<file path="src/rtl/fifo_pkg.sv">
// Shared FIFO definitions: default geometry, operation encoding and a count-width helper.
package fifo_pkg;

    localparam int unsigned DEFAULT_DATA_WIDTH = 32;
    localparam int unsigned DEFAULT_DEPTH      = 8;

    // {write_accept, read_accept} for one clock edge
    typedef enum logic [1:0] {
        OP_IDLE  = 2'b00,
        OP_READ  = 2'b01,
        OP_WRITE = 2'b10,
        OP_BOTH  = 2'b11
    } fifo_op_e;

    // Occupancy counter must hold 0..depth inclusive.
    function automatic int unsigned count_width(input int unsigned depth);
        return $clog2(depth) + 1;
    endfunction

endpackage

</file>
<file path="src/rtl/fifo_sync_mem.sv">
// FIFO storage array: one synchronous write port, one asynchronous read port.
module fifo_sync_mem #(
    parameter int unsigned DATA_WIDTH = 32,
    parameter int unsigned DEPTH      = 8,
    parameter int unsigned ADDR_WIDTH = 3
) (
    input  logic                  i_clock,
    input  logic                  i_wr_en,
    input  logic [ADDR_WIDTH-1:0] i_wr_addr,
    input  logic [DATA_WIDTH-1:0] i_wr_data,
    input  logic [ADDR_WIDTH-1:0] i_rd_addr,
    output logic [DATA_WIDTH-1:0] o_rd_data
);

    logic [DATA_WIDTH-1:0] r_mem [DEPTH];

    always_ff @(posedge i_clock) begin
        if (i_wr_en) begin
            r_mem[i_wr_addr] <= i_wr_data;
        end
    end

    assign o_rd_data = r_mem[i_rd_addr];

endmodule

</file>
<file path="src/rtl/fifo_sync.sv">
// Single-clock parametrised FIFO with threshold flags, occupancy count and sticky error flags.
// Define FIFO_SYNC_FWFT_EN for first-word-fall-through read mode; default is registered read.
module fifo_sync
    import fifo_pkg::*;
#(
    parameter int unsigned DATA_WIDTH          = DEFAULT_DATA_WIDTH,
    parameter int unsigned DEPTH               = DEFAULT_DEPTH,
    parameter int unsigned ALMOST_FULL_THRESH  = 6,
    parameter int unsigned ALMOST_EMPTY_THRESH = 2
) (
    input  logic                    clock,
    input  logic                    reset,
    input  logic [DATA_WIDTH-1:0]   data,
    input  logic                    write_enable,
    input  logic                    read_enable,
    output logic [DATA_WIDTH-1:0]   q,
    output logic                    fifo_full,
    output logic                    fifo_empty,
    output logic                    almost_full,
    output logic                    almost_empty,
    output logic [$clog2(DEPTH):0]  count,
    output logic                    overflow,
    output logic                    underflow
);

    localparam int unsigned ADDR_WIDTH = $clog2(DEPTH);
    localparam int unsigned CNT_WIDTH  = count_width(DEPTH);

    localparam logic [CNT_WIDTH-1:0] FULL_CNT = CNT_WIDTH'(DEPTH);
    localparam logic [CNT_WIDTH-1:0] AF_CNT   = CNT_WIDTH'(ALMOST_FULL_THRESH);
    localparam logic [CNT_WIDTH-1:0] AE_CNT   = CNT_WIDTH'(ALMOST_EMPTY_THRESH);

    logic [ADDR_WIDTH-1:0] r_wr_ptr;
    logic [ADDR_WIDTH-1:0] r_rd_ptr;
    logic [CNT_WIDTH-1:0]  r_count;
    logic                  r_overflow;
    logic                  r_underflow;

    logic                  w_read_accept;
    logic                  w_write_accept;
    logic [CNT_WIDTH-1:0]  w_count_next;
    logic [DATA_WIDTH-1:0] w_rd_data;
    fifo_op_e              w_op;

    // Flags decode the registered count only, so no enable-to-flag path exists.
    assign fifo_full    = (r_count == FULL_CNT);
    assign fifo_empty   = (r_count == '0);
    assign almost_full  = (r_count >= AF_CNT);
    assign almost_empty = (r_count <= AE_CNT);
    assign count        = r_count;
    assign overflow     = r_overflow;
    assign underflow    = r_underflow;

    assign w_read_accept  = read_enable && !fifo_empty;
    assign w_write_accept = write_enable && (!fifo_full || w_read_accept);
    assign w_op           = fifo_op_e'({w_write_accept, w_read_accept});

    always_comb begin
        w_count_next = r_count;
        case (w_op)
            OP_WRITE: w_count_next = r_count + CNT_WIDTH'(1);
            OP_READ:  w_count_next = r_count - CNT_WIDTH'(1);
            default:  w_count_next = r_count;
        endcase
    end

    always_ff @(posedge clock) begin
        if (reset) begin
            r_wr_ptr    <= '0;
            r_rd_ptr    <= '0;
            r_count     <= '0;
            r_overflow  <= 1'b0;
            r_underflow <= 1'b0;
        end else begin
            if (w_write_accept) begin
                r_wr_ptr <= r_wr_ptr + ADDR_WIDTH'(1);
            end
            if (w_read_accept) begin
                r_rd_ptr <= r_rd_ptr + ADDR_WIDTH'(1);
            end
            r_count     <= w_count_next;
            r_overflow  <= r_overflow  | (write_enable && !w_write_accept);
            r_underflow <= r_underflow | (read_enable  && !w_read_accept);
        end
    end

    fifo_sync_mem #(
        .DATA_WIDTH (DATA_WIDTH),
        .DEPTH      (DEPTH),
        .ADDR_WIDTH (ADDR_WIDTH)
    ) u_mem (
        .i_clock   (clock),
        .i_wr_en   (w_write_accept && !reset),
        .i_wr_addr (r_wr_ptr),
        .i_wr_data (data),
        .i_rd_addr (r_rd_ptr),
        .o_rd_data (w_rd_data)
    );

`ifdef FIFO_SYNC_FWFT_EN
    assign q = w_rd_data;
`else
    logic [DATA_WIDTH-1:0] r_q;

    always_ff @(posedge clock) begin
        if (reset) begin
            r_q <= '0;
        end else if (w_read_accept) begin
            r_q <= w_rd_data;
        end
    end

    assign q = r_q;
`endif

endmodule

</file>
<file path="config.mk">
export PLATFORM = sky130hd
export DESIGN_NAME = fifo_sync
export DESIGN_NICKNAME = d
export VERILOG_FILES = /design/src/rtl/fifo_pkg.sv /design/src/rtl/fifo_sync_mem.sv /design/src/rtl/fifo_sync.sv
export SDC_FILE = /design/constraint.sdc
export NUM_CORES = 1
export LEC_CHECK = 0
export CELL_PAD_IN_SITES_DETAIL_PLACEMENT = 0
export CELL_PAD_IN_SITES_GLOBAL_PLACEMENT = 1
export CORE_ASPECT_RATIO = 0.6
export CORE_MARGIN = 10
export CORE_UTILIZATION = 36
export CTS_BUF_LIST = sky130_fd_sc_hd__clkbuf_8
export CTS_CLUSTER_DIAMETER = 120
export DETAILED_ROUTE_END_ITERATION = 12
export GPL_ROUTABILITY_DRIVEN = 0
export PLACE_DENSITY = 0.67
export SLEW_MARGIN = 5
export SYNTH_ARGS = -nofsm -noshare
export SYNTH_HDL_FRONTEND = slang
export SYNTH_HIERARCHICAL = 1
export SYNTH_SLANG_ARGS = --single-unit
</file>
<file path="constraint.sdc">
create_clock -name clock -period 5.3 [get_ports clock]
set_input_delay 1.325 -clock clock [delete_from_list [all_inputs] [get_ports clock]]
set_output_delay 1.325 -clock clock [all_outputs]
set_load 0.01 [all_outputs]
</file>
## Word-level counts from Yosys, hierarchy flattened

Memory sizes are Yosys's and may differ from the RTL's. A register that Yosys moved wholly into a read port is not among the register bits.
Index checks and enable logic that the tools add are counted.
W data, S select, Z words.

| storage, ports and cells | value |
|---|---|
| logic and storage cells | 33 |
| input port bits | 36 |
| flip-flop bits (word level) | 12 |
| output and inout bits | 42 |
| memories | 1 |
| RAM bits | 256 |

| operators by class | value |
|---|---|
| mux-type cells | 3 |
| add/sub/neg operators | 4 |
| bitwise gates (word level) | 2 |
| equality and inequality tests | 3 |
| order comparisons | 2 |
| reductions and logical operators | 13 |

Memories:

| name | words | width | rd ports | clocked after Yosys merged registers in | write ports | RTL line | text |
|---|---|---|---|---|---|---|---|
| u_mem.r_mem | 8 | 32 | 1 | 1 | 1 | fifo_sync_mem.sv:15 | `logic [DATA_WIDTH-1:0] r_mem [DEPTH];` |

Operators with widths:

| operator | number |
|---|---|
| $pmux W4 S2 | 1 |
| $add A3 B1 Y3 const B | 2 |
| $logic_and A1 B1 Y1 | 5 |
| $logic_not A1 Y1 | 5 |
| $add A4 B1 Y4 const B | 1 |
| $eq A4 B4 Y1 const B | 1 |
| $ge A4 B3 Y1 const B | 1 |
| $le A4 B2 Y1 const B | 1 |
| $logic_not A4 Y1 | 1 |
| $sub A4 B1 Y4 const B | 1 |
| $eq A2 B1 Y1 const B | 1 |
| $eq A2 B2 Y1 const B | 1 |
| $mux W1 | 2 |
| $or A1 B1 Y1 | 2 |
| $reduce_bool A2 Y1 | 1 |
| $logic_or A1 B1 Y1 | 1 |

## Longest topological paths before layout

Gate-level depths: netlist of run 1.

| depth | value |
|---|---|
| depth after elaboration | 8 |
| mapped depth | 12 |
| mapped depth without buffers | 10 |

## Modules after synthesis

The synthesis of run 1 kept the hierarchy.

Modules (own cells, without submodules):

| module | seq. area each (µm²) | area each (µm²) | cells an instance | times used |
|---|---|---|---|---|
| fifo_sync_mem | 7687.4 | 9825.7 | 383 | 1 |
| fifo_sync | 880.8 | 1725.4 | 207 | 1 |

## Worst setup path before layout of run 1

OpenSTA, ideal clock, no wires.

| timing | value |
|---|---|
| path kind | input to register |
| start point | input port reset |
| end point | memory u_mem.r_mem[0][0], enable pin |
| path buffers | 2 |
| required time | 4839 ps |
| stages on the path | 5 |
| library setup time | 461 ps |
| path slack | 795 ps |
| arrival time | 4044 ps |
| cells stage by stage | buf_4 buf_6 nor2_1 nand2b_1 nor3_1 |

| on the way | value |
|---|---|
| word-level cells in the longest chain between the ends | 4 |

RTL lines:

| element | RTL line | text |
|---|---|---|
| start, declared | fifo_sync.sv:12 | `input logic reset,` |
| $logic_not A1 Y1 | fifo_sync.sv:93 | `.i_wr_en (w_write_accept && !reset),` |
| $logic_and A1 B1 Y1 | fifo_sync.sv:93 |  |
| $mux W1 | fifo_sync_mem.sv:18 | `if (i_wr_en) begin` |
| $mux W1 (not written as such) | fifo_sync_mem.sv:19 | `r_mem[i_wr_addr] <= i_wr_data;` |
| end, declared | fifo_sync_mem.sv:15 |  |

No other way between the ends.

## Final worst setup path of run 1

| timing | value |
|---|---|
| start point | register r_count[0] (netlist: count[0]) |
| end point | output port fifo_full |

| on the way | value |
|---|---|
| word-level cells in the longest chain between the ends | 1 |

RTL lines:

| element | RTL line | text |
|---|---|---|
| start, declared | fifo_sync.sv:35 | `logic [CNT_WIDTH-1:0] r_count;` |
| start signal, assigned | fifo_sync.sv:81 | `r_count <= w_count_next;` |
| $eq A4 B4 Y1 | fifo_sync.sv:46 | `assign fifo_full = (r_count == FULL_CNT);` |
| end, declared | fifo_sync.sv:17 | `output logic fifo_full,` |

No other way between the ends.

==> results of run 1 <==
[synthesized netlist by cell type (all sizes together)]
library cell,count
nand2,69
or4b,1
xor2,5
buf,26
or4,1
o31ai,1
a21oi,40
inv,5
ha,5
nor4,1
mux4,64
mux2i,1
nand2b,4
a21o,1
edfxtp,256
o211ai,1
o21ai,1
nand3,1
clkbuf,5
a211oi,1
fa,1
xnor2,1
nor3,2
mux2,32
dfxtp,44
nor2,20
and3,1
[path summary, 6_finish.rpt]
kind,from,slack (ns),endpoint
min reg2reg,q[16],0.45,q[16]
max,count[0],1.80,fifo_full
max reg2reg,count[0],2.52,count[3]
min,q[16],0.45,q[16]
[state kept, by name, indices dropped and copies added (netlist names)]
| signal | count |
|---|---|
| overflow | 1 |
| r_rd_ptr | 3 |
| underflow | 1 |
| count | 4 |
| u_mem/r_mem | 256 |
| r_wr_ptr | 3 |
| q | 32 |
[cell families after synthesis]
group	count (synthesis)	share of synthesized area, %
DFF	300	74.2
and+or+nand+nor	100	3.59
muxes	97	17.0
AOI/OAI and AO/OA	45	2.13
buffers and inverters	36	1.95
xor gates and xnor gates	6	0.455
adders and majority gates	6	0.715
[through the flow]
stage / worst slack, ns / cells / total power, W
3_5_place_dp: 1.30 / 1058 / 0.00401
3_3_place_gp: 1.43 / 1058 / 0.00399
4_1_cts: 1.74 / 1140 / 0.00580
6_report: 1.80 / 1140 / 0.00569
5_1_grt: 1.70 / 1140 / 0.00601
2_1_floorplan: 0.795 / 590 / 0.00358
[critical path, stage by stage, from the launching register on]
cell and delay (ns):
dfxtp_1 0.40, or4b_4 0.61, inv_1 0.08, clkdlybuf4s50_1 0.53
[metal layers]
layer  up-vias  global-route usage (%)
met5         -                       0
met3        38                    3.19
met2       117                    19.0
met1      2893                    15.9
li1       2571                       -
met4         0                    3.07
[final cells by class]
cell class | instances | area, um2 | share of cell area, %
Sequential cell | 300 | 8580 | 63.1
Inverter | 5 | 18.8 | 0.138
Clock buffer | 52 | 716 | 5.26
Timing Repair Buffer | 83 | 811 | 5.96
Clock inverter | 30 | 136 | 1.00
Tap cell | 416 | 520 | 3.83
Multi-Input combinational cell | 254 | 2820 | 20.7
[power breakdown]
group          total, W  leakage [nW]  switching, W  internal [W]
clock network   0.00176         0.478      0.000864      0.000899
logic           0.00107          1.19      0.000497      0.000575
registers       0.00285          2.67      0.000159       0.00269
total           0.00569          4.34       0.00152       0.00417
==> flow_summary_export.csv, run 1 <==
group,metric,value,unit
outcome,status,"completed",
drt,drcViolationCount,0,
critical_path,cp-start-kind,"register",
drt,route.met3.wl,1.20,mm
logic_synthesis,synth_seq_cells,300,
sta,skew,0.0338,ns
die,dieArea,39900,um2
min_path,min_delay_path_depth,2,
place,place_hpwl,13.7,mm
sta,slew_violations,0,
sta,hold-worst-slack,0.454,ns
cts,clk_pin_slew_worst_paths,0.07,ns
global_route,grt_max_degree,66,
cts,cts_buffer_depth,3,
logic_synthesis,yosysSeqAreaShare,74.2,%
cts,numCtsBuffers,44,
critical_path,crit_path_max_fanout,7,
cts,root_buffer,"clkbuf_8",
cts,cts_resized,0,
cts,cts_tree,"built",
final_layout,final_area,13600,um2
die,die_x,251,um
sta,setup-violations-final,0,
die,boundaryPins,78,
global_route,grt_use_total,11.9,%
sta,setup-tns-final,0,ns
final_layout,utilization,43.3,%
final_layout,finalNetCount,730,
critical_path,critPathRequiredTime,3.97,ns
sta,rsz0062_at_grt,"false",
logic_synthesis,synthCells,590,
logic_synthesis,netlist.top_cell.by_area,"edfxtp_1",
drt,ant_nets,0,
sta,tightest_slew,1.29,ns
cts,cts.sinks,300,
global_route,grt-ovfl-total,0,
sta,fmax,0.286,GHz
pwr,ir_drop,0.163,mV
cts,insertion_delay,0.57,ns
critical_path,cp.arrival,2.18,ns
global_route,grt_pass1_wl,36.6,mm
pwr,powerDensity,419,nW/um2
die,core,31400,um2
place,placed_cell_area,12700,um2
final_layout,post_route_cells_drive_above_1_share,19.9,%
die,die_height,159,um
flow_run,cap_violations,0,
critical_path,worstRegToRegCells,8,
die,start_util,36.8,%
logic_synthesis,yosys_warnings,6,
drt,wire_per_inst,20.8,um
sta,final.min_clock_period,3.50,ns
final_layout,final_cell_mix,"256 x edfxtp_1, 76 x clkdlybuf4s50_1, 69 x nand2_1",
drt,routed-via-count,5619,
drt,firstDrtPassIters,4,
drt,met1Wirelength,10.8,mm
logic_synthesis,syn_avg_cell_area,19.6,um2
critical_path,worst_setup_path_end_kind,"output pin",
cts,post_cts_buffers,0,
logic_synthesis,synth_area_leaders,"edfxtp_1 67%, mux4_1 9.1%, dfxtp_1 7.6%",
final_layout,syn2layout_area_growth,17.7,%
final_layout,antenna_cells,0,
final_layout,final_common_cell,"edfxtp_1",
drt,vias_per_cell,4.93,
cts,htree_levels,2,
critical_path,critPathKind,"register to output pin",
min_path,hp-class,"register to register",
drt,top_layer_used,"met4",
global_route,grt_pass1_vias,5954,
logic_synthesis,synth_top_area_share,66.6,%
logic_synthesis,synth_nets,632,
sta,period_share,66.1,%
die,num_rows,50,
sta,relSlewSlack,13.7,%
drt,drt_iter0_markers,498,
logic_synthesis,synth.distinct_cells,32,
final_layout,fillerInstances,2741,
drt,dr_wl_met2,11.4,mm
drt,totalWireLength,23.8,mm
place,io_buffers,77,
cts,ctsHoldBuffers,0,
logic_synthesis,syn-cell-area,11600,um2
pwr,p_leak,4.34,nW
sta,finalHoldViolations,0,
global_route,antenna_found_initial,0,
(Power assumes the default switching activity.)
==> run 2, diff against run 1 <==
Settings changed: PLACE_DENSITY 0.67 to 0.69.
Clock period 5.3 ns to 2.9 ns, I/O delays scaled along.
==> flow_summary_export.csv, run 2 (synthesis results as in run 1) <==
group,metric,value,unit
outcome,status,"completed",
critical_path,worst_setup_path_end_kind,"output pin",
place,placed_cell_area,13100,um2
sta,final.min_clock_period,2.66,ns
min_path,hp-class,"register to register",
die,core,31400,um2
sta,period_share,91.9,%
place,dpl_worst_slack,-0.0401,ns
sta,tightest_slew,0.566,ns
final_layout,finalNetCount,753,
final_layout,syn2layout_area_growth,20.8,%
min_path,min-delay-start,"q[17]",
critical_path,crit_path_max_fanout,7,
cts,insertion_delay,0.56,ns
sta,worst_slack,0.235,ns
final_layout,final_common_cell,"edfxtp_1",
sta,rsz0062_at_grt,"false",
critical_path,critPathKind,"register to output pin",
sta,setup-violations-final,0,
global_route,antenna_found_initial,0,
final_layout,largest-register,"u_mem/r_mem",
critical_path,crit_end,"fifo_empty",
sta,relSlewSlack,62.2,%
sta,finalHoldViolations,0,
place,io_buffers,77,
pwr,switching_power,0.00284,W
final_layout,antenna_cells,0,
final_layout,final_cell_mix,"256 x edfxtp_1, 75 x clkdlybuf4s50_1, 69 x nand2_1",
critical_path,worstRegToRegCells,8,
critical_path,cp-start-kind,"register",
flow_run,cap_violations,0,
cts,numCtsBuffers,46,
sta,slew_violations,0,
cts,cts.sinks,300,
cts,cts_resized,3,
global_route,grt-ovfl-total,0,
critical_path,critPathRequiredTime,2.17,ns
global_route,grt_max_degree,45,
critical_path,regToRegEndpoint,"count[3]",
die,num_rows,50,
die,boundaryPins,78,
drt,wire_per_inst,21.1,um
place,place_hpwl,14.8,mm
drt,drt_iter0_markers,384,
die,start_util,36.8,%
pwr,design_power_total,0.0106,W
sta,skew,0.0199,ns
critical_path,ff2ff_setup_slack,0.31,ns
global_route,grt_pass1_vias,6146,
final_layout,final_area,13900,um2
die,die_x,251,um
die,dieArea,39900,um2
cts,htree_levels,2,
cts,cts_tree,"built",
pwr,internal-power,0.00778,W
drt,vias_per_cell,4.92,
global_route,grt_pass1_wl,38.0,mm
cts,clk_pin_slew_worst_paths,0.07,ns
drt,drcViolationCount,0,
pwr,p_seq_share,48.6,%
pwr,powerDensity,762,nW/um2
pwr,ir_drop,0.379,mV
pwr,p_comb_share,19.8,%
drt,firstDrtPassIters,4,
pwr,p_leak,4.56,nW
critical_path,r2r-start,"count[0]",
die,die_height,159,um
drt,routed-via-count,5724,
drt,ant_nets,0,
critical_path,crit_start,"count[3]",
pwr,switching_share,26.8,%
critical_path,cp.arrival,1.94,ns
cts,root_buffer,"clkbuf_8",
pwr,clkPwrFrac,31.6,%
sta,setup-tns-final,0,ns
final_layout,fillerInstances,2681,
cts,cts_buffer_depth,3,
cts,post_cts_buffers,0,
final_layout,utilization,44.4,%
cts,ctsHoldBuffers,0,
global_route,grt_use_total,12.3,%
final_layout,largest_register_ffs,256,
sta,fmax,0.375,GHz
drt,totalWireLength,24.6,mm
final_layout,post_route_cells_drive_above_1_share,22.1,%
[run 2: layout make-up]
type | count | area, um2 | share of cell area, %
clock inverters | 29 | 121 | 0.870
well taps | 416 | 520 | 3.73
repair buffers | 104 | 1110 | 7.95
inverters | 5 | 18.8 | 0.135
multi-input cells | 254 | 2830 | 20.3
clock buffers | 56 | 771 | 5.53
flip-flops and latches | 300 | 8580 | 61.5
[run 2: critical path, stage by stage (launching register included)]
cell and delay (ns):
dfxtp_2 0.36, nor4_2 0.41, clkdlybuf4s50_1 0.62
[run 2: per-layer routing]
metal | track usage (%) | vias up | routed length [um]
li1 | - | 2616 | -
met1 | 16.6 | 2928 | 11400
met2 | 19.5 | 139 | 11600
met3 | 3.09 | 41 | 1220
met4 | 3.38 | 0 | 434
met5 | 0 | - | 0
[run 2: worst min path at each step]
stage | end | slack (ns) | cells after the start
after floorplan | r_rd_ptr[1] | 0.45 | 2
after global placement | q[19] | 0.44 | 2
after detailed placement | q[23] | 0.45 | 2
after CTS | q[23] | 0.46 | 2
after global routing | q[5] | 0.48 | 2
final | q[17] | 0.45 | 2
[run 2: power groups by stage]
stage | combinational [W] | clock, W | sequential [W]
after floorplan | 0.00134 | 0 | 0.00520
after global placement | 0.00211 | 0 | 0.00523
after detailed placement | 0.00215 | 0 | 0.00525
final | 0.00211 | 0.00336 | 0.00516
after CTS | 0.00216 | 0.00348 | 0.00517
after global routing | 0.00231 | 0.00369 | 0.00520
[run 2: per-stage QoR]
step           hold WS (ns)  instances
2_1_floorplan         0.452        590
3_3_place_gp          0.442       1079
3_5_place_dp          0.446       1079
4_1_cts               0.455       1164
5_1_grt               0.479       1164
6_report              0.451       1164
